<file path="src/rtl/decoder_if.sv">
// Datapath control bundle driven by the instruction decoder.
// The decoder owns the master side; the datapath (or a model of it) takes the slave side.
interface decoder_if;
    logic       clear_carry;
    logic       write_carry;
    logic       clear_accumulator;
    logic       write_accumulator;
    logic       write_register;
    logic [3:0] inst_operand;
    logic [2:0] acc_input_sel;
    logic       reg_input_sel;
    logic [2:0] alu_op;
    logic [1:0] alu_in0_sel;
    logic [1:0] alu_in1_sel;
    logic [1:0] alu_cin_sel;

    modport master (
        output clear_carry, write_carry, clear_accumulator, write_accumulator,
               write_register, inst_operand, acc_input_sel, reg_input_sel,
               alu_op, alu_in0_sel, alu_in1_sel, alu_cin_sel
    );

    modport slave (
        input  clear_carry, write_carry, clear_accumulator, write_accumulator,
               write_register, inst_operand, acc_input_sel, reg_input_sel,
               alu_op, alu_in0_sel, alu_in1_sel, alu_cin_sel
    );
endinterface

</file>
<file path="src/rtl/decoder.sv">
// Instruction sequencer / decoder for the 4-bit core.
// Runs the 8-phase machine cycle (A1 A2 A3 M1 M2 X1 X2 X3), latches opr at the
// end of M1 and opa at the end of M2, and strobes the datapath in X1 only.
// Optional build macro: CTRL_HALT_EN adds the `halt` input, which parks the
// sequencer in A1 while asserted.
module decoder (
    input  logic       clock,
    input  logic       reset,
`ifdef CTRL_HALT_EN
    input  logic       halt,
`endif
    input  logic [3:0] data_in,
    output logic       sync,
    output logic [2:0] cycle,
    output logic       second_word,
    output logic       illegal,
    decoder_if.master  dp
);
    // Phase numbering
    localparam logic [2:0] PH_A1 = 3'd0;
    localparam logic [2:0] PH_M1 = 3'd3;
    localparam logic [2:0] PH_M2 = 3'd4;
    localparam logic [2:0] PH_X1 = 3'd5;
    localparam logic [2:0] PH_X3 = 3'd7;

    // Datapath select encodings
    localparam logic [2:0] ACC_SEL_ALU    = 3'd0;
    localparam logic [2:0] ACC_SEL_REG    = 3'd1;
    localparam logic [2:0] ACC_SEL_IMM    = 3'd2;
    localparam logic [2:0] ACC_SEL_CARRY  = 3'd3;
    localparam logic [2:0] ACC_SEL_CARRY2 = 3'd4;
    localparam logic       REG_SEL_ALU    = 1'b0;
    localparam logic       REG_SEL_ACC    = 1'b1;
    localparam logic [2:0] ALU_OP_ADD     = 3'd0;
    localparam logic [1:0] ALU_IN_ZERO    = 2'd0;
    localparam logic [1:0] ALU_IN_ACC     = 2'd1;
    localparam logic [1:0] ALU_IN_REG     = 2'd2;
    localparam logic [1:0] ALU_IN_REG_N   = 2'd3;
    localparam logic [1:0] ALU_CIN_ZERO   = 2'd0;
    localparam logic [1:0] ALU_CIN_ONE    = 2'd1;
    localparam logic [1:0] ALU_CIN_CARRY  = 2'd2;
    localparam logic [1:0] ALU_CIN_CARRY_N = 2'd3;

    logic [2:0] r_cycle;
    logic [2:0] w_cycle_next;
    logic [3:0] r_opr;
    logic [3:0] r_opa;
    logic       r_second_word;

    logic       w_two_word;
    logic       w_bad_op;
    logic       w_fire;
    logic       w_clr_c, w_wr_c, w_clr_a, w_wr_a, w_wr_r;
    logic [2:0] w_acc_sel;
    logic       w_reg_sel;
    logic [1:0] w_in0_sel, w_in1_sel, w_cin_sel;

    // Next phase: free-running wrap, optionally parked in A1 by halt
    always_comb begin
        w_cycle_next = r_cycle + 3'd1;
`ifdef CTRL_HALT_EN
        if (r_cycle == PH_A1 && halt) begin
            w_cycle_next = PH_A1;
        end
`endif
    end

    // Phase, opcode latches and two-word tracking
    always_ff @(posedge clock) begin
        if (reset) begin
            r_cycle       <= PH_A1;
            r_opr         <= 4'h0;
            r_opa         <= 4'h0;
            r_second_word <= 1'b0;
        end else begin
            r_cycle <= w_cycle_next;
            if (r_cycle == PH_M1) r_opr <= data_in;
            if (r_cycle == PH_M2) r_opa <= data_in;
            // A second word never starts another two-word sequence
            if (r_cycle == PH_X3) r_second_word <= ~r_second_word & w_two_word;
        end
    end

    // Opcode decode into strobe intents and datapath selects
    always_comb begin
        w_two_word = 1'b0;
        w_bad_op   = 1'b0;
        w_clr_c    = 1'b0;
        w_wr_c     = 1'b0;
        w_clr_a    = 1'b0;
        w_wr_a     = 1'b0;
        w_wr_r     = 1'b0;
        w_acc_sel  = ACC_SEL_ALU;
        w_reg_sel  = REG_SEL_ALU;
        w_in0_sel  = ALU_IN_ZERO;
        w_in1_sel  = ALU_IN_ZERO;
        w_cin_sel  = ALU_CIN_ZERO;
        case (r_opr)
            4'h0: begin end
            4'h1, 4'h4, 4'h5, 4'h7: w_two_word = 1'b1;
            4'h2: begin
                if (r_opa[0]) w_bad_op   = 1'b1;
                else          w_two_word = 1'b1;
            end
            4'h6: begin
                w_in0_sel = ALU_IN_REG;
                w_in1_sel = ALU_IN_ZERO;
                w_cin_sel = ALU_CIN_ONE;
                w_reg_sel = REG_SEL_ALU;
                w_wr_r    = 1'b1;
            end
            4'h8: begin
                w_in0_sel = ALU_IN_ACC;
                w_in1_sel = ALU_IN_REG;
                w_cin_sel = ALU_CIN_CARRY;
                w_acc_sel = ACC_SEL_ALU;
                w_wr_a    = 1'b1;
                w_wr_c    = 1'b1;
            end
            4'h9: begin
                w_in0_sel = ALU_IN_ACC;
                w_in1_sel = ALU_IN_REG_N;
                w_cin_sel = ALU_CIN_CARRY_N;
                w_acc_sel = ACC_SEL_ALU;
                w_wr_a    = 1'b1;
                w_wr_c    = 1'b1;
            end
            4'hA: begin
                w_acc_sel = ACC_SEL_REG;
                w_wr_a    = 1'b1;
            end
            4'hB: begin
                w_acc_sel = ACC_SEL_REG;
                w_reg_sel = REG_SEL_ACC;
                w_wr_a    = 1'b1;
                w_wr_r    = 1'b1;
            end
            4'hD: begin
                w_acc_sel = ACC_SEL_IMM;
                w_wr_a    = 1'b1;
            end
            4'hF: begin
                case (r_opa)
                    4'h0: begin
                        w_clr_a = 1'b1;
                        w_clr_c = 1'b1;
                    end
                    4'h1: w_clr_c = 1'b1;
                    4'h2: begin
                        w_in0_sel = ALU_IN_ACC;
                        w_in1_sel = ALU_IN_ZERO;
                        w_cin_sel = ALU_CIN_ONE;
                        w_acc_sel = ACC_SEL_ALU;
                        w_wr_a    = 1'b1;
                        w_wr_c    = 1'b1;
                    end
                    // Accumulator takes the carry as it stood before this clear
                    4'h7: begin
                        w_acc_sel = ACC_SEL_CARRY;
                        w_wr_a    = 1'b1;
                        w_clr_c   = 1'b1;
                    end
                    4'h9: begin
                        w_acc_sel = ACC_SEL_CARRY2;
                        w_wr_a    = 1'b1;
                        w_clr_c   = 1'b1;
                    end
                    default: w_bad_op = 1'b1;
                endcase
            end
            default: w_bad_op = 1'b1;
        endcase
    end

    // Outputs: strobes fire for one clock in X1 of a first (or only) word
    always_comb begin
        w_fire                = (r_cycle == PH_X1) && !r_second_word && !reset;
        sync                  = (r_cycle == PH_A1);
        cycle                 = r_cycle;
        second_word           = r_second_word;
        illegal               = w_fire & w_bad_op;
        dp.clear_carry        = w_fire & w_clr_c;
        dp.write_carry        = w_fire & w_wr_c;
        dp.clear_accumulator  = w_fire & w_clr_a;
        dp.write_accumulator  = w_fire & w_wr_a;
        dp.write_register     = w_fire & w_wr_r;
        dp.inst_operand       = r_opa;
        dp.acc_input_sel      = w_acc_sel;
        dp.reg_input_sel      = w_reg_sel;
        dp.alu_op             = ALU_OP_ADD;
        dp.alu_in0_sel        = w_in0_sel;
        dp.alu_in1_sel        = w_in1_sel;
        dp.alu_cin_sel        = w_cin_sel;
    end
endmodule

</file>
<file path="src/flat_wrapper.sv">
// flat-port wrapper written by rule: the top's interface ports become plain ports
module decoder_flat 
  (clock, reset, data_in, sync, cycle, second_word, illegal, dp_clear_carry, dp_write_carry, dp_clear_accumulator, dp_write_accumulator, dp_write_register, dp_inst_operand, dp_acc_input_sel, dp_reg_input_sel, dp_alu_op, dp_alu_in0_sel, dp_alu_in1_sel, dp_alu_cin_sel);
  decoder_if dp_i ();
  input  logic clock;
  input  logic reset;
  input  logic [3:0] data_in;
  output logic sync;
  output logic [2:0] cycle;
  output logic second_word;
  output logic illegal;
  output wire logic [$bits(dp_i.clear_carry)-1:0] dp_clear_carry;
  output wire logic [$bits(dp_i.write_carry)-1:0] dp_write_carry;
  output wire logic [$bits(dp_i.clear_accumulator)-1:0] dp_clear_accumulator;
  output wire logic [$bits(dp_i.write_accumulator)-1:0] dp_write_accumulator;
  output wire logic [$bits(dp_i.write_register)-1:0] dp_write_register;
  output wire logic [$bits(dp_i.inst_operand)-1:0] dp_inst_operand;
  output wire logic [$bits(dp_i.acc_input_sel)-1:0] dp_acc_input_sel;
  output wire logic [$bits(dp_i.reg_input_sel)-1:0] dp_reg_input_sel;
  output wire logic [$bits(dp_i.alu_op)-1:0] dp_alu_op;
  output wire logic [$bits(dp_i.alu_in0_sel)-1:0] dp_alu_in0_sel;
  output wire logic [$bits(dp_i.alu_in1_sel)-1:0] dp_alu_in1_sel;
  output wire logic [$bits(dp_i.alu_cin_sel)-1:0] dp_alu_cin_sel;
  assign dp_clear_carry = dp_i.clear_carry;
  assign dp_write_carry = dp_i.write_carry;
  assign dp_clear_accumulator = dp_i.clear_accumulator;
  assign dp_write_accumulator = dp_i.write_accumulator;
  assign dp_write_register = dp_i.write_register;
  assign dp_inst_operand = dp_i.inst_operand;
  assign dp_acc_input_sel = dp_i.acc_input_sel;
  assign dp_reg_input_sel = dp_i.reg_input_sel;
  assign dp_alu_op = dp_i.alu_op;
  assign dp_alu_in0_sel = dp_i.alu_in0_sel;
  assign dp_alu_in1_sel = dp_i.alu_in1_sel;
  assign dp_alu_cin_sel = dp_i.alu_cin_sel;
  decoder u_core (.clock(clock), .reset(reset), .data_in(data_in), .sync(sync), .cycle(cycle), .second_word(second_word), .illegal(illegal), .dp(dp_i));
endmodule
</file>
<file path="config.mk">
export PLATFORM = sky130hd
export DESIGN_NAME = decoder_flat
export DESIGN_NICKNAME = d
export VERILOG_FILES = /design/src/rtl/decoder_if.sv /design/src/rtl/decoder.sv /design/src/flat_wrapper.sv
export SDC_FILE = /design/constraint.sdc
export NUM_CORES = 1
export LEC_CHECK = 0
export ABC_AREA = 1
export CAP_MARGIN = 15
export CORE_ASPECT_RATIO = 1.1
export CORE_UTILIZATION = 46
export CTS_BUF_LIST = sky130_fd_sc_hd__clkbuf_4 sky130_fd_sc_hd__clkbuf_8
export CTS_CLUSTER_DIAMETER = 30
export DETAILED_ROUTE_END_ITERATION = 10
export GPL_ROUTABILITY_DRIVEN = 0
export HOLD_SLACK_MARGIN = 0.05
export PLACE_DENSITY = 0.86
export SLEW_MARGIN = 40
export SYNTH_ARGS = -nofsm -noshare
export SYNTH_HDL_FRONTEND = slang
export SYNTH_SLANG_ARGS = --single-unit
</file>
<file path="constraint.sdc">
create_clock -name clock -period 2.46 [get_ports clock]
set_input_delay 0.492 -clock clock [delete_from_list [all_inputs] [get_ports clock]]
set_output_delay 0.492 -clock clock [all_outputs]
set_load 0.02 [all_outputs]
</file>
==> results of run 1 <==
[cells in the mapped netlist]
library cell,instances
a21oi_1,12
nor3_1,1
o21ai_0,9
conb_1,1
nand4_1,2
buf_4,3
inv_2,2
nor2_4,1
nand2_2,2
or2_1,1
dfxtp_1,12
nand3_1,7
o21ai_1,2
nor2_1,20
inv_1,23
nor2_2,1
ha_1,5
nand2_1,21
[routing by layer]
layer  GRT usage, %  up-vias
li1               -      452
met4          9.677        0
met2          44.06       31
met1          20.92      379
met5              0        -
met3          1.478        2
[layout make-up]
type | count | area [sq um]
fill | 151 | 454.2
sequential | 12 | 240.2
clock buffer | 3 | 22.52
tap | 17 | 21.27
inverter | 25 | 93.84
timing repair buffer | 32 | 312.8
multi-input combinational | 87 | 431.7
[cell usage in the layout, fill, tap and decap left out]
master / count
dfxtp_1: 12
nor2_1: 20
dlymetal6s2s_1: 2
o21ai_0: 9
nand4_1: 2
inv_2: 2
nor2_4: 1
clkdlybuf4s50_1: 22
nand3_1: 7
or2_1: 1
nand2_1: 21
clkbuf_4: 3
dlygate4sd2_1: 6
nand2_2: 2
buf_4: 2
nor2_2: 1
inv_1: 23
o21ai_1: 2
a21oi_1: 12
nor3_1: 1
conb_1: 3
ha_1: 5
[what timing repair did]
| action | 4_1_cts | 5_1_grt |
|---|---|---|
| cloned | 0 | 0 |
| gates resized for setup | 6 | 2 |
| pin swaps | 1 | 0 |
| setup endpoints to repair | 6 | 2 |
[power by group through the flow]
| stage | combinational [W] | clock (W) | sequential (W) |
|---|---|---|---|
| 3_5_place_dp | 0.000113 | 0 | 0.000223 |
| 5_1_grt | 0.000126 | 0.000130 | 0.000221 |
| 6_report | 0.000113 | 0.000117 | 0.000219 |
| 2_1_floorplan | 0.0000611 | 0 | 0.000230 |
| 3_3_place_gp | 0.000111 | 0 | 0.000223 |
| 4_1_cts | 0.000114 | 0.000119 | 0.000219 |
[kinds of logic after synthesis]
group / after synthesis / share of synthesized area (%)
compound gates: 23 / 14.74
other cells: 1 / 0.4803
fa+ha+maj: 5 / 8.013
buf+inv: 28 / 14.90
flops: 12 / 30.77
simple gates: 56 / 31.09
[final timing paths]
kind,startpoint,end,slack (ns),depth (start not counted)
worst max-delay path,reset,dp_clear_carry,0.18,7
worst min-delay path,u_core.cycle[0]$_SDFF_PP0_,u_core.cycle[0]$_SDFF_PP0_,0.51,1
worst max register to register,u_core.cycle[0]$_SDFF_PP0_,u_core.r_opr[0]$_SDFFE_PP0N_,1.23,5
worst min register to register,u_core.cycle[0]$_SDFF_PP0_,u_core.cycle[0]$_SDFF_PP0_,0.51,1
[metrics by stage]
step                cell area, sq um  worst slack, ns
floorplan                      788.3           0.6083
global placement                1102         -0.06829
detailed placement              1102          -0.1363
CTS                             1117          0.02069
global route                    1122          0.03993
finish                          1122           0.1842
[worst max-delay path: stages]
cell,delay [ns]
clkdlybuf4s50_1,0.43
inv_1,0.08
nand4_1,0.21
nor2_1,0.15
nand2_1,0.06
inv_1,0.04
dlygate4sd2_1,0.32
[registers in the layout (all words and copies together) (netlist names)]
signal	count
u_core.cycle	3
u_core.r_opr	4
u_core.dp.inst_operand	4
u_core.second_word	1
==> impl_metrics.json, run 1 <==
{
  "outcome": "finished, final reports clean",
  "viasPerCell": 4.909,
  "cts-root-buf": "clkbuf_4",
  "die-width_um": 41.28,
  "io_buffer_count": 30,
  "period_share_pct": 92.51,
  "drc": 0,
  "top_layer": "met4",
  "antenna_found_initial": 0,
  "synth_top_cell_area_share_pct": 30.77,
  "skew_ns": 0.001246,
  "grt_pass1_vias": 741,
  "placedCellCount": 173,
  "wl_um": 1763,
  "power.switching_w": 0.0001382,
  "ys_top_cells_by_area": "dfxtp_1 (31%), inv_1 (11%), nand2_1 (10%)",
  "first_pass_iters": 4,
  "wl_met2_um": 957,
  "drv_slew": 0,
  "intPower_w": 0.0003111,
  "power_frac_clock_pct": 26.1,
  "clock_path_buffers": 2,
  "cts_buffers": 3,
  "grt_overflow": 0,
  "netlist_area_sq_um": 780.7,
  "clkSlewWorstSetupHoldPaths_ns": 0.07,
  "synthDistinctLibCells": 18,
  "ioPinCount": 34,
  "area_delta_synth_final_pct": 43.75,
  "avgSynthCellArea_sq_um": 6.246,
  "worstPathRequired_ns": 1.97,
  "cts_hold_buffers": 0,
  "track_usage_pct": 22.02,
  "dp_hpwl_um": 1505,
  "synthCells": 125,
  "tns_ns": 0,
  "wl_per_cell_um": 10.02,
  "synth_top_cell_by_area": "dfxtp_1",
  "cp_data_arrival_time_ns": 1.78,
  "ys_warn_count": 0,
  "cts_max_level": 1,
  "die_h_um": 45.21,
  "coreArea_sq_um": 1577,
  "wl_met3_um": 94,
  "diodes": 0,
  "finalCriticalPeriod_ns": 2.276,
  "postLayoutCoreUtil_pct": 71.19,
  "fmax_mhz": 439.4,
  "ys_ff_latch": 12,
  "grt_pass1_wl_um": 2773,
  "startpoint_type": "primary input",
  "grt_max_degree": 10,
  "instances_no_fill": 176,
  "p_comb_share_pct": 25.2,
  "rsz0062_at_grt": "false",
  "setup_viol": 0,
  "postRouteAntennaNets": 0,
  "die_area_sq_um": 1866,
  "initial_core_util_pct": 49.52,
  "cts_tree": "built",
  "final_nets": 172,
  "cp_max_fo": 6,
  "drive_above_1_share_pct": 6.918,
  "hold_viol_final": 0,
  "wl_met1_um": 688,
  "post_cts_buffers": 0,
  "cap_violations": 0,
  "p_sw_share_pct": 30.76,
  "seqPwrFrac_pct": 48.8,
  "yosysSeqAreaShare_pct": 30.77,
  "holdWs_ns": 0.5086,
  "hold_class": "reg2reg",
  "ir_worst_vdd_mv": 0.3544,
  "vias": 864,
  "worst_setup_path_end_kind": "output pin",
  "rows": 15,
  "power_w": 0.0004493,
  "cts_sinks": 12,
  "drtIter0Drc": 11,
  "path_class": "in2out",
  "clk_latency_ns": 0.27,
  "leakagePower_nw": 0.5726,
  "pwr_density_cell_nw_per_um2": 400.3
}
Power figures use the tool's default switching activity.
==> run 2, diff against run 1 <==
--- a/config.mk
+++ b/config.mk
@@ -15,6 +15,7 @@
 export GPL_ROUTABILITY_DRIVEN = 0
 export HOLD_SLACK_MARGIN = 0.05
 export PLACE_DENSITY = 0.86
+export RECOVER_POWER = 100
 export SLEW_MARGIN = 40
 export SYNTH_ARGS = -nofsm -noshare
 export SYNTH_HDL_FRONTEND = slang
==> run 2 against run 1 <==
Effect of this change: sequential cell count did not move; clock skew about the same; clock power barely moved; critical path depth is 2 lower; setup slack worse by 0.0047 ns; non-clock buffer count is the same; maximum frequency decreased by 0.21%; critical path type is now reg2out; critical endpoint is now dp_alu_cin_sel[0]; largest cell class unchanged; highest routed layer unchanged.
==> impl_metrics.json, run 2 (synthesized netlist as in run 1, its figures left out) <==
{
  "path_class": "reg2out",
  "slowest_delay_ns": 0.59,
  "die_area_sq_um": 1866,
  "grt_pass1_vias": 741,
  "cp_max_fo": 6,
  "finalCriticalPeriod_ns": 2.281,
  "grt_pass1_wl_um": 2773,
  "path_cells": "nand2_1 -> nor2_4 -> nand3_1 -> nand2_1 -> clkdlybuf4s50_1",
  "hold_class": "reg2reg",
  "r2r_slack_ns": 1.21,
  "track_usage_pct": 22.02,
  "crit_start": "u_core.r_opr[0]$_SDFFE_PP0N_",
  "seqPwrFrac_pct": 49.3,
  "ir_worst_vdd_mv": 0.3510,
  "postRouteAntennaNets": 0,
  "skew_ns": 0.001038,
  "power_frac_clock_pct": 26.4,
  "p_comb_share_pct": 24.3,
  "clk_latency_ns": 0.27,
  "die_h_um": 45.21,
  "dp_hpwl_um": 1505,
  "drc": 0,
  "rsz0062_at_grt": "false",
  "critical_path.top_delay_family": "buffers and inverters",
  "wl_um": 1754,
  "drive_above_1_share_pct": 5.660,
  "startpoint_type": "flop",
  "antenna_found_initial": 0,
  "rows": 15,
  "fmax_mhz": 438.5,
  "grt_overflow": 0,
  "grt_max_degree": 10,
  "cts_tree": "built",
  "die-width_um": 41.28,
  "dpl_cell_area_sq_um": 1102,
  "reg2reg_from": "u_core.cycle[0]$_SDFF_PP0_",
  "worst_setup_path_end_kind": "output pin",
  "p_sw_share_pct": 30.84,
  "vias": 859,
  "regArea_sq_um": 240.2,
  "io_buffer_count": 30,
  "ioPinCount": 34,
  "area_delta_synth_final_pct": 40.70,
  "cts_hold_buffers": 0,
  "cp_slowest_cell": "clkdlybuf4s50_1",
  "intPower_w": 0.0003060,
  "initial_core_util_pct": 49.52,
  "outcome": "finished, final reports clean",
  "drv_slew": 0,
  "fin_area_sq_um": 1099,
  "cp_data_arrival_time_ns": 1.79,
  "clkSlewWorstSetupHoldPaths_ns": 0.07,
  "drtIter0Drc": 9,
  "layout_common_cells": "inv_1 (23), nand2_1 (22), nor2_1 (20)",
  "final_common_cell": "inv_1",
  "pwr_density_cell_nw_per_um2": 402.8,
  "clock_path_buffers": 2,
  "setup_viol": 0,
  "coreArea_sq_um": 1577,
  "cts_buffers": 3,
  "hold_viol_final": 0,
  "instances_no_fill": 176,
  "wl_per_cell_um": 9.966,
  "placedCellCount": 173,
  "power.switching_w": 0.0001365,
  "worstPathRequired_ns": 1.97,
  "post_cts_buffers": 0,
  "viasPerCell": 4.881,
  "path_common_cell": "nand2_1",
  "cts_sinks": 12,
  "path_buf_inv": 1,
  "cap_violations": 0,
  "final_nets": 172,
  "diodes": 0,
  "hp-start": "u_core.cycle[0]$_SDFF_PP0_",
  "num-fill-cells": 154,
  "first_pass_iters": 4,
  "cts_max_level": 1,
  "period_share_pct": 92.70,
  "leakagePower_nw": 0.5711,
  "cts-root-buf": "clkbuf_4",
  "multiInputGateArea_sq_um": 429.2
}
-- run 2: changes by cell type in the layout (fill, tap and decap cells not counted), sizes merged --
cell and change:
clkbuf +3, buf -1, clkdlybuf4s50 -15, dlymetal6s2s -2, dlygate4sd3 +15
-- run 2: final timing paths --
kind	end	cells past startpoint
setup / recovery	dp_alu_cin_sel[0]	5
hold reg to reg	u_core.cycle[0]$_SDFF_PP0_	1
hold / removal	u_core.cycle[0]$_SDFF_PP0_	1
setup reg to reg	u_core.r_opr[0]$_SDFFE_PP0N_	5
-- run 2: layout make-up --
type	count	share of cell area, %
inverters	25	8.542
multi-input cells	87	39.07
clock buffers	3	2.050
flip-flops and latches	12	21.87
well taps	17	1.936
repair buffers	32	26.54
-- run 2: metal layers --
metal / share of wire [%] / track usage, % / up-vias
met2: 55 / 44.06 / 31
met3: 5.3 / 1.478 / 2
met4: 1.3 / 9.677 / 0
li1: - / - / 452
met1: 39 / 20.92 / 374
met5: 0 / 0 / -
-- run 2: power by group through the flow --
stage	Combinational (W)	Clock, W	Sequential, W
finish	0.000108	0.000117	0.000218
detailed placement	0.000113	0	0.000223
global placement	0.000111	0	0.000223
CTS	0.000114	0.000119	0.000219
global route	0.000121	0.000130	0.000220
floorplan	0.0000611	0	0.000230
-- run 2: repair_timing --
item,4_1_cts,5_1_grt
setup endpoints to repair,6,2
pin swaps,1,0
cloned,0,0
endpoints found under the hold margin,0,0
resized for setup,6,2
-- run 2: through the flow --
| step | setup WS [ns] | util (%) | power, W | TNS, ns | hold WS, ns |
|---|---|---|---|---|---|
| after global placement | -0.06829 | 69.92 | 0.0003332 | -0.2497 | 0.4690 |
| after detailed placement | -0.1363 | 69.92 | 0.0003362 | -0.5820 | 0.4952 |
| after global routing | 0.02012 | 69.68 | 0.0004707 | 0 | 0.5388 |
| after CTS | 0.02069 | 70.87 | 0.0004519 | 0 | 0.5139 |
| final | 0.1795 | 69.68 | 0.0004425 | 0 | 0.5071 |
| after floorplan | 0.6083 | - | 0.0002906 | 0 | 0.4970 |
-- run 2: worst reg2reg max path, stage by stage (launching register included) --
cell     delay, ns
dfxtp_1       0.36
ha_1          0.24
ha_1          0.18
inv_1         0.16
o21ai_0       0.11
a21oi_1       0.13
==> run 3, diff against run 2 <==
--- a/config.mk
+++ b/config.mk
@@ -8,6 +8,7 @@
 export ABC_AREA = 1
 export CAP_MARGIN = 15
 export CORE_ASPECT_RATIO = 1.1
+export CORE_MARGIN = 2
 export CORE_UTILIZATION = 46
 export CTS_BUF_LIST = sky130_fd_sc_hd__clkbuf_4 sky130_fd_sc_hd__clkbuf_8
 export CTS_CLUSTER_DIAMETER = 30
@@ -16,7 +17,7 @@
 export HOLD_SLACK_MARGIN = 0.05
 export PLACE_DENSITY = 0.86
 export RECOVER_POWER = 100
-export SLEW_MARGIN = 40
+export SKIP_CTS_REPAIR_TIMING = 1
 export SYNTH_ARGS = -nofsm -noshare
 export SYNTH_HDL_FRONTEND = slang
 export SYNTH_SLANG_ARGS = --single-unit
==> run 3 against run 2 <==
Effect of this change: utilization shrank 0.48 points; clock power is essentially flat; clock skew shrank 0.00059 ns; die area grew 9.5%; total power grew 0.16%; wire length grew 8.7%; maximum frequency shrank 3.7%; non-clock buffer count grew 2; critical path type is now in2out.
==> impl_metrics.json, run 3 (synthesized netlist as in run 1, its figures left out) <==
{
  "leakagePower_nw": 0.5520,
  "viasPerCell": 4.989,
  "antenna_found_initial": 0,
  "ioPinCount": 34,
  "reg2reg_from": "u_core.cycle[0]$_SDFF_PP0_",
  "power_frac_clock_pct": 26.4,
  "dp_hpwl_um": 1568,
  "die-width_um": 43.28,
  "fin_ws_ns": 0.09183,
  "layout_common_cells": "inv_1 (23), nand2_1 (21), nor2_1 (20)",
  "dpl_cell_area_sq_um": 1102,
  "cts_sinks": 12,
  "worst_setup_path_end_kind": "output pin",
  "fmax_mhz": 422.3,
  "final_common_cell": "inv_1",
  "path_class": "in2out",
  "worstPathRequired_ns": 1.97,
  "crit_start": "reset",
  "drtIter0Drc": 18,
  "crit_path_end": "dp_write_accumulator",
  "ir_worst_vdd_mv": 0.3282,
  "cp_data_arrival_time_ns": 1.88,
  "grt_pass1_wl_um": 2711,
  "cts_tree": "built",
  "wl_per_cell_um": 10.71,
  "critical_path.top_delay_family": "buffers and inverters",
  "hold_viol_final": 0,
  "slowest_delay_ns": 0.55,
  "path_buf_inv": 4,
  "r2r_slack_ns": 1.18,
  "wl_um": 1907,
  "io_buffer_count": 30,
  "fin_area_sq_um": 1091,
  "die_h_um": 47.21,
  "startpoint_type": "primary input",
  "cp_max_fo": 5,
  "multiInputGateArea_sq_um": 431.7,
  "clk_latency_ns": 0.27,
  "post-place-ws_ns": -0.1122,
  "p_comb_share_pct": 24.4,
  "grt_overflow": 0,
  "final_nets": 174,
  "die_area_sq_um": 2043,
  "rows": 15,
  "num-fill-cells": 160,
  "tns_ns": 0,
  "vias": 888,
  "p_sw_share_pct": 31.04,
  "clkSlewWorstSetupHoldPaths_ns": 0.07,
  "power.switching_w": 0.0001375,
  "cap_violations": 0,
  "holdWs_ns": 0.4944,
  "timing.rr.end": "u_core.r_opr[3]$_SDFFE_PP0N_",
  "drv_slew": 0,
  "pwr_density_cell_nw_per_um2": 406.2,
  "track_usage_pct": 18.20,
  "outcome": "finished, final reports clean",
  "first_pass_iters": 4,
  "intPower_w": 0.0003056,
  "cts_max_level": 1,
  "reg2reg_depth": 5,
  "path_depth": 6,
  "area_delta_synth_final_pct": 39.74,
  "clock_path_buffers": 2,
  "skew_ns": 0.0004473,
  "cp_slowest_cell": "dlygate4sd3_1",
  "grt_pass1_vias": 720,
  "seqPwrFrac_pct": 49.2,
  "initial_core_util_pct": 49.52,
  "drive_above_1_share_pct": 6.832,
  "regArea_sq_um": 240.2,
  "coreArea_sq_um": 1577,
  "drc": 0,
  "setup_viol": 0,
  "period_share_pct": 96.27,
  "path_cells": "dlygate4sd3_1 -> inv_1 -> nand4_1 -> buf_4 -> a21oi_1 -> clkbuf_1",
  "postRouteAntennaNets": 0,
  "diodes": 0,
  "hold_class": "reg2reg",
  "finalCriticalPeriod_ns": 2.368,
  "grt_max_degree": 10,
  "cts-root-buf": "clkbuf_4",
  "cts_buffers": 3
}
run 3: cell count changes in the layout (fill, tap and decap cells not counted), sizes merged:
cell	change
buf	+1
dlymetal6s2s	+1
clkbuf	+6
dlygate4sd2	-6
run 3: through the flow:
stage               power [W]  instances  util, %
floorplan           0.0002906        127        -
CTS                 0.0004487        176    71.35
finish              0.0004432        178    69.21
global route        0.0004637        178    69.21
global placement    0.0003334        173    69.92
detailed placement  0.0003370        173    69.92
run 3: worst reg2reg max path, cell delays in order (launching register included):
cell     delay [ns]
dfxtp_1        0.36
ha_1           0.24
ha_1           0.18
inv_1          0.16
o21ai_0        0.11
a21oi_1        0.17
run 3: area by class of cell:
class / instances / area share, %
inverter: 25 / 8.601
sequential: 12 / 22.02
timing repair buffer: 34 / 25.80
tap: 17 / 1.950
clock buffer: 3 / 2.064
multi-input combinational: 87 / 39.56
run 3: worst min path at each step:
stage	slack, ns	start	depth (start not counted)	end
4_1_cts	0.50	u_core.cycle[0]$_SDFF_PP0_	1	u_core.cycle[0]$_SDFF_PP0_
2_1_floorplan	0.50	u_core.r_opr[2]$_SDFFE_PP0N_	2	u_core.r_opr[2]$_SDFFE_PP0N_
3_5_place_dp	0.48	u_core.cycle[0]$_SDFF_PP0_	1	u_core.cycle[0]$_SDFF_PP0_
5_1_grt	0.53	u_core.second_word$_SDFFE_PP0N_	2	u_core.second_word$_SDFFE_PP0N_
6_report	0.49	u_core.cycle[0]$_SDFF_PP0_	1	u_core.cycle[0]$_SDFF_PP0_
3_3_place_gp	0.48	u_core.cycle[0]$_SDFF_PP0_	1	u_core.cycle[0]$_SDFF_PP0_
run 3: power groups by stage:
| stage | logic [W] | registers [W] | clock network (W) |
|---|---|---|---|
| after CTS | 0.000114 | 0.000219 | 0.000116 |
| after detailed placement | 0.000114 | 0.000223 | 0 |
| after floorplan | 0.0000611 | 0.000230 | 0 |
| after global routing | 0.000120 | 0.000220 | 0.000124 |
| final | 0.000108 | 0.000218 | 0.000117 |
| after global placement | 0.000111 | 0.000222 | 0 |
run 3: metal layers:
layer	vias up	global-route usage, %	wire (um)
li1	456	-	-
met4	0	12.12	53
met3	6	3.077	129
met2	37	36.42	995
met1	389	17.17	728
met5	-	0	0
==> edit (config.mk and constraints of run 1) <==
Reset style: asynchronous (`reset`), changed in one clocked block.
--- a/src/rtl/decoder.sv
+++ b/src/rtl/decoder.sv
@@ -66,7 +66,7 @@
     end
 
     // Phase, opcode latches and two-word tracking
-    always_ff @(posedge clock) begin
+    always_ff @(posedge clock or posedge reset) begin
         if (reset) begin
             r_cycle       <= PH_A1;
             r_opr         <= 4'h0;
Function: differs if reset is asserted again (counterexample within 4 cycles, from zero or initial values and one cycle with reset high); with reset held inactive, the same outputs for 10 cycles.
==> edit against run 1 <==
Synthesized area up 4.3%; final area increased by 5.7%; count of clock-buffer cells in the layout up 1; critical path depth is 2 lower; worst setup slack got worse by 30 ps; largest power group unchanged; total power up 1.8%; die area rose by 4.1%; sequential cell count unchanged; clock power up 31%; core utilization grew 2.3 points; global-route usage down 1.1 points; wire length increased by 12%.
==> edit: results (changes against run 1) <==
Outcome
  – Run status: finished clean

Timing
  – Skew final: 0.6662 ps (-0.5795 ps)
  – PnR worst setup slack: 154.5 ps (-29.71 ps)

Placed design
  – Dpl ws: -107.4 ps (+28.92 ps)
  – Placement Cell Area: 1129 um^2 (+2.4%)
  – Cell count after placement: 166 (-4.0%)

Worst hold path
  – Min-delay src: u_core.cycle[0]

Global route
  – Largest net degree at the start of global routing: 13 (+3)
  – Number of global-route vias before repair: 760 (+2.6%)
  – Met3 track demand over resource: 2.353% (+0.88 points)
  – GR Layer Usage met1: 21.98% (+1.1 points)

Yosys
  – Synth top area share: 36.87% (+6.1 points)
  – Top FF cell, synth: dfrtp_1
  – Compound-cell area share of the yosys netlist: 9.370% (-5.4 points)
  – Seq/Total Area, Yosys: 36.87% (+6.1 points)
  – Adder-Cell Fraction of Synth Area: 7.680% (-0.33 points)

Critical path
  – WP data arrival: 1810 ps (+30 ps)
  – R2R setup slack: 1130 ps (-100 ps)

Route
  – Initial DRC count: 19 (+8)
  – Routed WL per cell: 11.57 um (+16%)

Pwr
  – Lkg Pwr: 0.0007282 uW (+27%)
  – Sw Pwr: 125.9 uW (-8.9%)
  – Max IR drop VDD: 0.3433 mV (-3.1%)

Layout
  – Layout fillers: 130 (-14%)
  – Non-clk invs: 26 (+4.0%)
==> edit: cell count changes in the layout (fill, tap and decap cells not counted), moves of 5 or more <==
cell and change:
dfrtp_1 +12, dfxtp_1 -12, a21oi_1 -5, dlygate4sd2_1 -5, nand2_1 +5
==> edit: how the worst min path moves through the flow <==
| stage | to | slack, ps | cells after the start |
|---|---|---|---|
| after floorplan | u_core.cycle[0] | 360 | 1 |
| after global placement | u_core.cycle[0] | 510 | 1 |
| after detailed placement | u_core.cycle[0] | 500 | 1 |
| after CTS | u_core.cycle[0] | 510 | 1 |
| after global routing | u_core.cycle[0] | 530 | 1 |
| final | u_core.cycle[0] | 510 | 1 |
==> edit: routing by layer <==
metal  routed length [um]  vias to the layer above
li1                     -                      429
met5                    0                        -
met4                   34                        0
met1                  756                      386
met2                 1074                       35
met3                  113                        6
==> edit: repair_timing <==
action / CTS / global route
gates resized for setup: 1 / 6
setup endpoints to repair: 6 / 6
pin swaps: 1 / 0
setup buffers: 1 / 0
